### src/rtl/hmmm_pkg.sv
// Shared widths, FSM state encoding and sizing helper for the hmmm programming port.
package hmmm_pkg;

  localparam int unsigned HMMM_ADDR_W     = 8;
  localparam int unsigned HMMM_DATA_W     = 16;
  localparam int unsigned HMMM_FIFO_DEPTH = 4;
  localparam int unsigned HMMM_GAP_CYCLES = 2;
  localparam int unsigned HMMM_WCNT_W     = 16;

  typedef enum logic [1:0] {
    IDLE  = 2'd0,
    START = 2'd1,
    SHIFT = 2'd2,
    GAP   = 2'd3
  } pgrm_state_t;

  // Counter width able to index n states; never narrower than one bit.
  function automatic int unsigned cnt_w(input int unsigned n);
    return (n > 1) ? $clog2(n) : 1;
  endfunction

endpackage

### src/rtl/hmmm_pgrm_fifo.sv
// Synchronous word FIFO with flush, registered full/empty flags and registered read data.
module hmmm_pgrm_fifo
  import hmmm_pkg::*;
#(
  parameter int unsigned WIDTH = HMMM_ADDR_W + HMMM_DATA_W,
  parameter int unsigned DEPTH = HMMM_FIFO_DEPTH
) (
  input  logic             clk,
  input  logic             rst_n,
  input  logic             i_flush,
  input  logic             i_wr_en,
  input  logic [WIDTH-1:0] i_wr_data,
  input  logic             i_rd_en,
  output logic [WIDTH-1:0] o_rd_data,
  output logic             o_full,
  output logic             o_empty
);

  localparam int unsigned PTR_W = cnt_w(DEPTH);
  localparam int unsigned CNT_W = PTR_W + 1;

  logic [WIDTH-1:0] r_mem [DEPTH];
  logic [PTR_W-1:0] r_wr_ptr;
  logic [PTR_W-1:0] r_rd_ptr;
  logic [CNT_W-1:0] r_count;
  logic [CNT_W-1:0] w_count_nxt;
  logic [WIDTH-1:0] r_rd_data;
  logic             r_full;
  logic             r_empty;
  logic             w_push;
  logic             w_pop;

  // Flush wins over both ports in the cycle it is sampled.
  assign w_push = i_wr_en & ~r_full  & ~i_flush;
  assign w_pop  = i_rd_en & ~r_empty & ~i_flush;

  always_comb begin
    w_count_nxt = r_count;
    if (i_flush) begin
      w_count_nxt = '0;
    end else if (w_push && !w_pop) begin
      w_count_nxt = r_count + CNT_W'(1);
    end else if (!w_push && w_pop) begin
      w_count_nxt = r_count - CNT_W'(1);
    end
  end

  always_ff @(posedge clk) begin
    if (w_push) begin
      r_mem[r_wr_ptr] <= i_wr_data;
    end
  end

  // Pointers wrap naturally because DEPTH is a power of two.
  always_ff @(posedge clk or negedge rst_n) begin
    if (!rst_n) begin
      r_wr_ptr  <= '0;
      r_rd_ptr  <= '0;
      r_count   <= '0;
      r_full    <= 1'b0;
      r_empty   <= 1'b1;
      r_rd_data <= '0;
    end else begin
      r_count <= w_count_nxt;
      r_full  <= (w_count_nxt == CNT_W'(DEPTH));
      r_empty <= (w_count_nxt == '0);
      if (i_flush) begin
        r_wr_ptr <= '0;
        r_rd_ptr <= '0;
      end else begin
        if (w_push) begin
          r_wr_ptr <= r_wr_ptr + PTR_W'(1);
        end
        if (w_pop) begin
          r_rd_ptr  <= r_rd_ptr + PTR_W'(1);
          r_rd_data <= r_mem[r_rd_ptr];
        end
      end
    end
  end

  assign o_rd_data = r_rd_data;
  assign o_full    = r_full;
  assign o_empty   = r_empty;

endmodule

### src/rtl/hmmm_pgrm_tx.sv
// Transmit end of the hmmm serial programming port: buffers (address, instruction) words
// and shifts each out as START + DATA_W shift cycles + GAP idle cycles.
module hmmm_pgrm_tx
  import hmmm_pkg::*;
#(
  parameter int unsigned ADDR_W     = HMMM_ADDR_W,
  parameter int unsigned DATA_W     = HMMM_DATA_W,
  parameter int unsigned FIFO_DEPTH = HMMM_FIFO_DEPTH,
  parameter int unsigned GAP_CYCLES = HMMM_GAP_CYCLES
) (
  input  logic                   clk,
  input  logic                   rst_n,
  input  logic                   s_valid,
  output logic                   s_ready,
  input  logic [ADDR_W-1:0]      s_addr,
  input  logic [DATA_W-1:0]      s_data,
  input  logic                   flush,
  output logic                   pgrm_addr,
  output logic                   pgrm_data,
  output logic                   busy,
  output logic                   cpu_hold,
  output logic [HMMM_WCNT_W-1:0] words_sent
);

  localparam int unsigned FIFO_W = ADDR_W + DATA_W;
  localparam int unsigned BIT_W  = cnt_w(DATA_W);
  localparam int unsigned GAP_W  = cnt_w(GAP_CYCLES);
  localparam int unsigned WCNT_W = HMMM_WCNT_W;

  pgrm_state_t       r_state;
  pgrm_state_t       w_state_nxt;
  logic [BIT_W-1:0]  r_bit_cnt;
  logic [GAP_W-1:0]  r_gap_cnt;
  logic [ADDR_W-1:0] r_addr_sr;
  logic [DATA_W-1:0] r_data_sr;
  logic              r_pgrm_addr;
  logic              r_pgrm_data;
  logic              r_busy;
  logic              r_cpu_hold;
  logic [WCNT_W-1:0] r_words_sent;

  logic              w_fifo_full;
  logic              w_fifo_empty;
  logic [FIFO_W-1:0] w_fifo_rd_data;
  logic              w_push;
  logic              w_pop;
  logic              w_bit_last;
  logic              w_gap_last;
  logic              w_frame_done;

  // A pop coinciding with flush would launch a word that is being discarded, so flush blocks it.
  assign w_push       = s_valid & ~w_fifo_full;
  assign w_pop        = (r_state == IDLE) & ~w_fifo_empty & ~flush;
  assign w_bit_last   = (r_bit_cnt == BIT_W'(DATA_W - 1));
  assign w_gap_last   = (r_gap_cnt == GAP_W'(GAP_CYCLES - 1));
  assign w_frame_done = (r_state == GAP) & w_gap_last;

  hmmm_pgrm_fifo #(
    .WIDTH (FIFO_W),
    .DEPTH (FIFO_DEPTH)
  ) u_fifo (
    .clk       (clk),
    .rst_n     (rst_n),
    .i_flush   (flush),
    .i_wr_en   (w_push),
    .i_wr_data ({s_addr, s_data}),
    .i_rd_en   (w_pop),
    .o_rd_data (w_fifo_rd_data),
    .o_full    (w_fifo_full),
    .o_empty   (w_fifo_empty)
  );

  always_ff @(posedge clk or negedge rst_n) begin
    if (!rst_n) begin
      r_state <= IDLE;
    end else begin
      r_state <= w_state_nxt;
    end
  end

  always_comb begin
    w_state_nxt = r_state;
    case (r_state)
      IDLE:    if (w_pop)      w_state_nxt = START;
      START:                   w_state_nxt = SHIFT;
      SHIFT:   if (w_bit_last) w_state_nxt = GAP;
      GAP:     if (w_gap_last) w_state_nxt = IDLE;
      default:                 w_state_nxt = IDLE;
    endcase
  end

  // Bit and gap counters only run inside their own state.
  always_ff @(posedge clk or negedge rst_n) begin
    if (!rst_n) begin
      r_bit_cnt <= '0;
      r_gap_cnt <= '0;
    end else begin
      if (r_state == SHIFT && !w_bit_last) begin
        r_bit_cnt <= r_bit_cnt + BIT_W'(1);
      end else begin
        r_bit_cnt <= '0;
      end
      if (r_state == GAP && !w_gap_last) begin
        r_gap_cnt <= r_gap_cnt + GAP_W'(1);
      end else begin
        r_gap_cnt <= '0;
      end
    end
  end

  // The popped word lands in the FIFO read register during START and is loaded here.
  always_ff @(posedge clk or negedge rst_n) begin
    if (!rst_n) begin
      r_addr_sr <= '0;
      r_data_sr <= '0;
    end else if (r_state == START) begin
      r_addr_sr <= w_fifo_rd_data[FIFO_W-1:DATA_W];
      r_data_sr <= w_fifo_rd_data[DATA_W-1:0];
    end else if (r_state == SHIFT) begin
      r_addr_sr <= {r_addr_sr[ADDR_W-2:0], 1'b0};
      r_data_sr <= {r_data_sr[DATA_W-2:0], 1'b0};
    end
  end

  // Line and status registers follow the state one cycle behind so they stay frame-aligned.
  always_ff @(posedge clk or negedge rst_n) begin
    if (!rst_n) begin
      r_pgrm_addr  <= 1'b0;
      r_pgrm_data  <= 1'b0;
      r_busy       <= 1'b0;
      r_cpu_hold   <= 1'b0;
      r_words_sent <= '0;
    end else begin
      case (r_state)
        START: begin
          r_pgrm_addr <= 1'b1;
          r_pgrm_data <= 1'b1;
        end
        SHIFT: begin
          r_pgrm_addr <= r_addr_sr[ADDR_W-1];
          r_pgrm_data <= r_data_sr[DATA_W-1];
        end
        default: begin
          r_pgrm_addr <= 1'b0;
          r_pgrm_data <= 1'b0;
        end
      endcase
      r_busy     <= (r_state != IDLE);
      r_cpu_hold <= (r_state != IDLE) | ~w_fifo_empty;
      if (w_frame_done) begin
        r_words_sent <= r_words_sent + WCNT_W'(1);
      end
    end
  end

  assign s_ready    = ~w_fifo_full;
  assign pgrm_addr  = r_pgrm_addr;
  assign pgrm_data  = r_pgrm_data;
  assign busy       = r_busy;
  assign cpu_hold   = r_cpu_hold;
  assign words_sent = r_words_sent;

endmodule
### config.mk
export PLATFORM = sky130hd
export DESIGN_NAME = hmmm_pgrm_tx
export DESIGN_NICKNAME = d
export VERILOG_FILES = /design/src/rtl/hmmm_pkg.sv /design/src/rtl/hmmm_pgrm_fifo.sv /design/src/rtl/hmmm_pgrm_tx.sv
export SDC_FILE = /design/constraint.sdc
export NUM_CORES = 1
export LEC_CHECK = 0
export BUFFER_PORTS_ARGS = -buffer_cell sky130_fd_sc_hd__clkbuf_2
export CELL_PAD_IN_SITES_DETAIL_PLACEMENT = 2
export CELL_PAD_IN_SITES_GLOBAL_PLACEMENT = 2
export CORE_UTILIZATION = 40
export DETAILED_ROUTE_END_ITERATION = 6
export PLACE_DENSITY_LB_ADDON = 0.1
export REMOVE_ABC_BUFFERS = 1
export SLEW_MARGIN = 25
export SYNTH_ARGS = -nofsm -noshare
export SYNTH_HDL_FRONTEND = slang
export SYNTH_SLANG_ARGS = --single-unit
### constraint.sdc
create_clock -name clk -period 3.8 [get_ports clk]
set_clock_uncertainty 0.1 [all_clocks]
set_input_delay 0.38 -clock clk [delete_from_list [all_inputs] [get_ports clk]]
set_output_delay 0.38 -clock clk [all_outputs]
set_load 0.005 [all_outputs]
==> flow_summary.toml <==
[outcome]
status = "finished with violations"
violations = "design-rule violations"

[cts]
cts_tree = "done"
htree_levels = 4
insertion_delay_ns = 0.43
cts_root_buf = "clkbuf_16"
cts_buffers = 17
clk_pin_slew_ns = 0.07
ctsHoldBuffers = 1
post_cts.repair.setup_buffers = 0
cts_sinks = 180
clk_path_buf_depth = 2
cts_resized = 0

[power_and_ir_drop]
power_density_nw_per_um2 = 713
ir_worst_vdd_mv = 0.377
p_leak_nw = 3.27

[hold_path]
min_from = "s_addr[4]"
hold_class = "in2reg"

[setup_path]
reg2reg_to = "u_fifo.o_empty"
cp_max_fo = 10
critPathLaunch = "r_state[1]"
crit_path_end = "u_fifo.o_empty"
path_cells = "inv_1, ha_1, nor2b_1, xnor2_1, a311oi_1, o31ai_1"
cp_num_buf_inv = 1
critPathMaxStageDelay_ns = 0.62
worst_path_dominant_cell_family = "simple AND/OR/NAND/NOR gates"
reg2reg_slack_ns = 1.45
startpoint_type = "register"
r2r_cells = 6
slowest_stage = "nor2b_1"
worstPathArrival_ns = 2.60
rr_startpoint = "r_state[1]"
crit_required_ns = 4.05
crit_path_end_kind = "register"
path_class = "reg2reg"
cp_num_cells = 6

[yosys]
ys_warn_count = 0
syn_area_sq_um = 7310
ys_seq_area_share_pct = 68.2
ys.flop_type = "edfxtp_1"
synth_cell_type_count = 36
async_flop_share_pct = 46.7
ys_seq_elements = 180
postSynthAreaPerCell_sq_um = 16.3
synth_edf_count = 96
syn_inst = 448

[finish]
multiInputGateArea_sq_um = 2130
instances_no_fill = 748
drive_gt1_share_pct = 25.8
register_area_sq_um = 4990
syn_to_final_growth_pct = 14.3
nNetsFinal = 547
diodes = 0
fin_util_pct = 46.7
fillCellCount = 1702

[grt]
grt_use_met3_pct = 3.89
busiest_layer = "met2"
globalRouteTotalUtil_pct = 17.7
antenna_found_initial = 0
grt-ovfl-total = 0
grt_pass1_vias = 4422
grt_first_pass_wirelength_mm = 24.2
grtUsageMet2_pct = 30.6
grt_max_degree = 62
grt_util_met1_pct = 22.0

[drt]
route.detailed.wl_per_inst_um = 20.1
via_per_inst = 5.20
ant_nets = 0
wirelength_mm = 15.0
route.detailed.drc = 2
drt_pass1_iterations = 6
drt_iter0_drc = 138
via_count = 3886

[timing]
timing.final.crit_share_pct = 61.9
fin_crit_ns = 2.35
rsz0062_at_grt = "no"
max_freq_ghz = 0.425
hold_viol = 0
whs_ns = 0.0652
setup_viol = 0
worst_pin_slew_ns = 0.855
final.setup.tns_ns = 0
slew_viol_final = 0
slew-limit-headroom_pct = 43.0

[placed_design]
dp_hpwl_mm = 9.26
port_buffers = 48
place.gp.congestion = 0.700
dp.cells = 715

[die]
die_y_um = 137
ioPinCount = 49
die_area_sq_um = 18800
start_util_pct = 40.8
coreArea_sq_um = 17900
die_w_um = 137
rows = 49

[run]
drv_cap = 0
-- report_power, final --
part	total (mW)	internal (mW)	switching (mW)	leakage (nW)
Sequential	2.73	2.47	0.264	1.91
Combinational	1.55	0.736	0.815	1.10
Clock	1.67	0.921	0.746	0.265
-- cell type report --
cell class              count  share of cell area, %
multi-input cells         234                   25.5
repair buffers             59                   4.07
inverters                  14                  0.629
clock buffers              20                   5.35
clock inverters            12                   1.27
flip-flops and latches    180                   59.7
well taps                 229                   3.43
-- cell usage after synthesis (2+ instances only) --
| library cell | instances | area, sq um |
|---|---|---|
| mux4_2 | 18 | 405 |
| nand3_1 | 12 | 60.1 |
| buf_12 | 2 | 40.0 |
| nor4_1 | 2 | 12.5 |
| nor3_1 | 4 | 20.0 |
| xnor2_1 | 14 | 123 |
| o21ai_0 | 4 | 20.0 |
| buf_4 | 3 | 22.5 |
| mux2_2 | 8 | 90.1 |
| ha_1 | 13 | 163 |
| nand4_1 | 3 | 18.8 |
| clkbuf_1 | 7 | 26.3 |
| nor2b_1 | 5 | 31.3 |
| mux4_1 | 6 | 158 |
| nor2_1 | 34 | 128 |
| xor2_1 | 8 | 70.1 |
| nand2b_1 | 2 | 12.5 |
| mux2i_1 | 23 | 230 |
| mux2_4 | 18 | 270 |
| buf_2 | 7 | 35.0 |
| a21oi_1 | 29 | 145 |
| edfxtp_1 | 96 | 2880 |
| nand2_1 | 13 | 48.8 |
| inv_1 | 14 | 52.6 |
| dfrtp_1 | 83 | 2080 |
| and3_1 | 9 | 56.3 |
| a311oi_1 | 2 | 17.5 |
-- cells by family after synthesis --
family          count (synthesis)  share of synthesized area (%)
flops                         180                           68.2
buf+inv                        34                           2.57
compound gates                 37                           2.71
simple gates                   89                           5.84
mux                            73                           15.8
fa+ha+maj                      13                           2.23
xor+xnor                       22                           2.64
-- flip-flops by register name, indices dropped and copies added, names as in the netlist --
register          cells
u_fifo.o_full         1
u_fifo.r_wr_ptr       2
pgrm_data             1
r_state               2
r_addr_sr             8
r_gap_cnt             1
pgrm_addr             1
u_fifo.o_rd_data     24
u_fifo.r_rd_ptr       2
u_fifo.o_empty        1
busy                  1
words_sent           16
cpu_hold              1
u_fifo.r_mem         96
u_fifo.r_count        3
r_bit_cnt             4
r_data_sr            16
-- through the flow --
step	total power, mW	setup slack [ns]	area (sq um)
floorplan	3.83	1.43	7170
global route	6.31	1.27	8350
global placement	4.24	1.59	7790
detailed placement	4.35	1.44	7790
finish	5.95	1.45	8350
CTS	6.06	1.41	8350
-- cell usage in the layout (no fill, tap or decap), types with 4 or more instances in the layout --
master / instances
edfxtp_1: 96
dfrtp_1: 83
clkbuf_2: 47
nor2_1: 34
a21oi_1: 29
mux2i_1: 23
mux4_2: 18
mux2_4: 18
clkbuf_16: 17
inv_1: 14
xnor2_1: 14
nand2_1: 13
ha_1: 13
nand3_1: 12
buf_4: 10
and3_1: 9
xor2_1: 8
mux2_2: 8
mux4_1: 6
nor2b_1: 5
o21ai_0: 4
nor3_1: 4
-- worst min path at each step --
stage                                      to  slack, ns  depth (start not counted)
after floorplan                          busy      -0.02                          0
after global placement           r_bit_cnt[0]       0.36                          1
after detailed placement             cpu_hold       0.36                          1
after CTS                 u_fifo.r_mem[2][20]       0.04                          1
after global routing      u_fifo.r_mem[2][20]       0.05                          1
final                     u_fifo.r_mem[2][20]       0.07                          1
-- routing by layer --
metal | up-vias | wire length (um)
met5 | - | 0
met4 | 0 | 166
met3 | 14 | 331
met2 | 51 | 7840
met1 | 2061 | 6700
li1 | 1760 | -
Note: power is estimated with default switching activity, not from simulation.
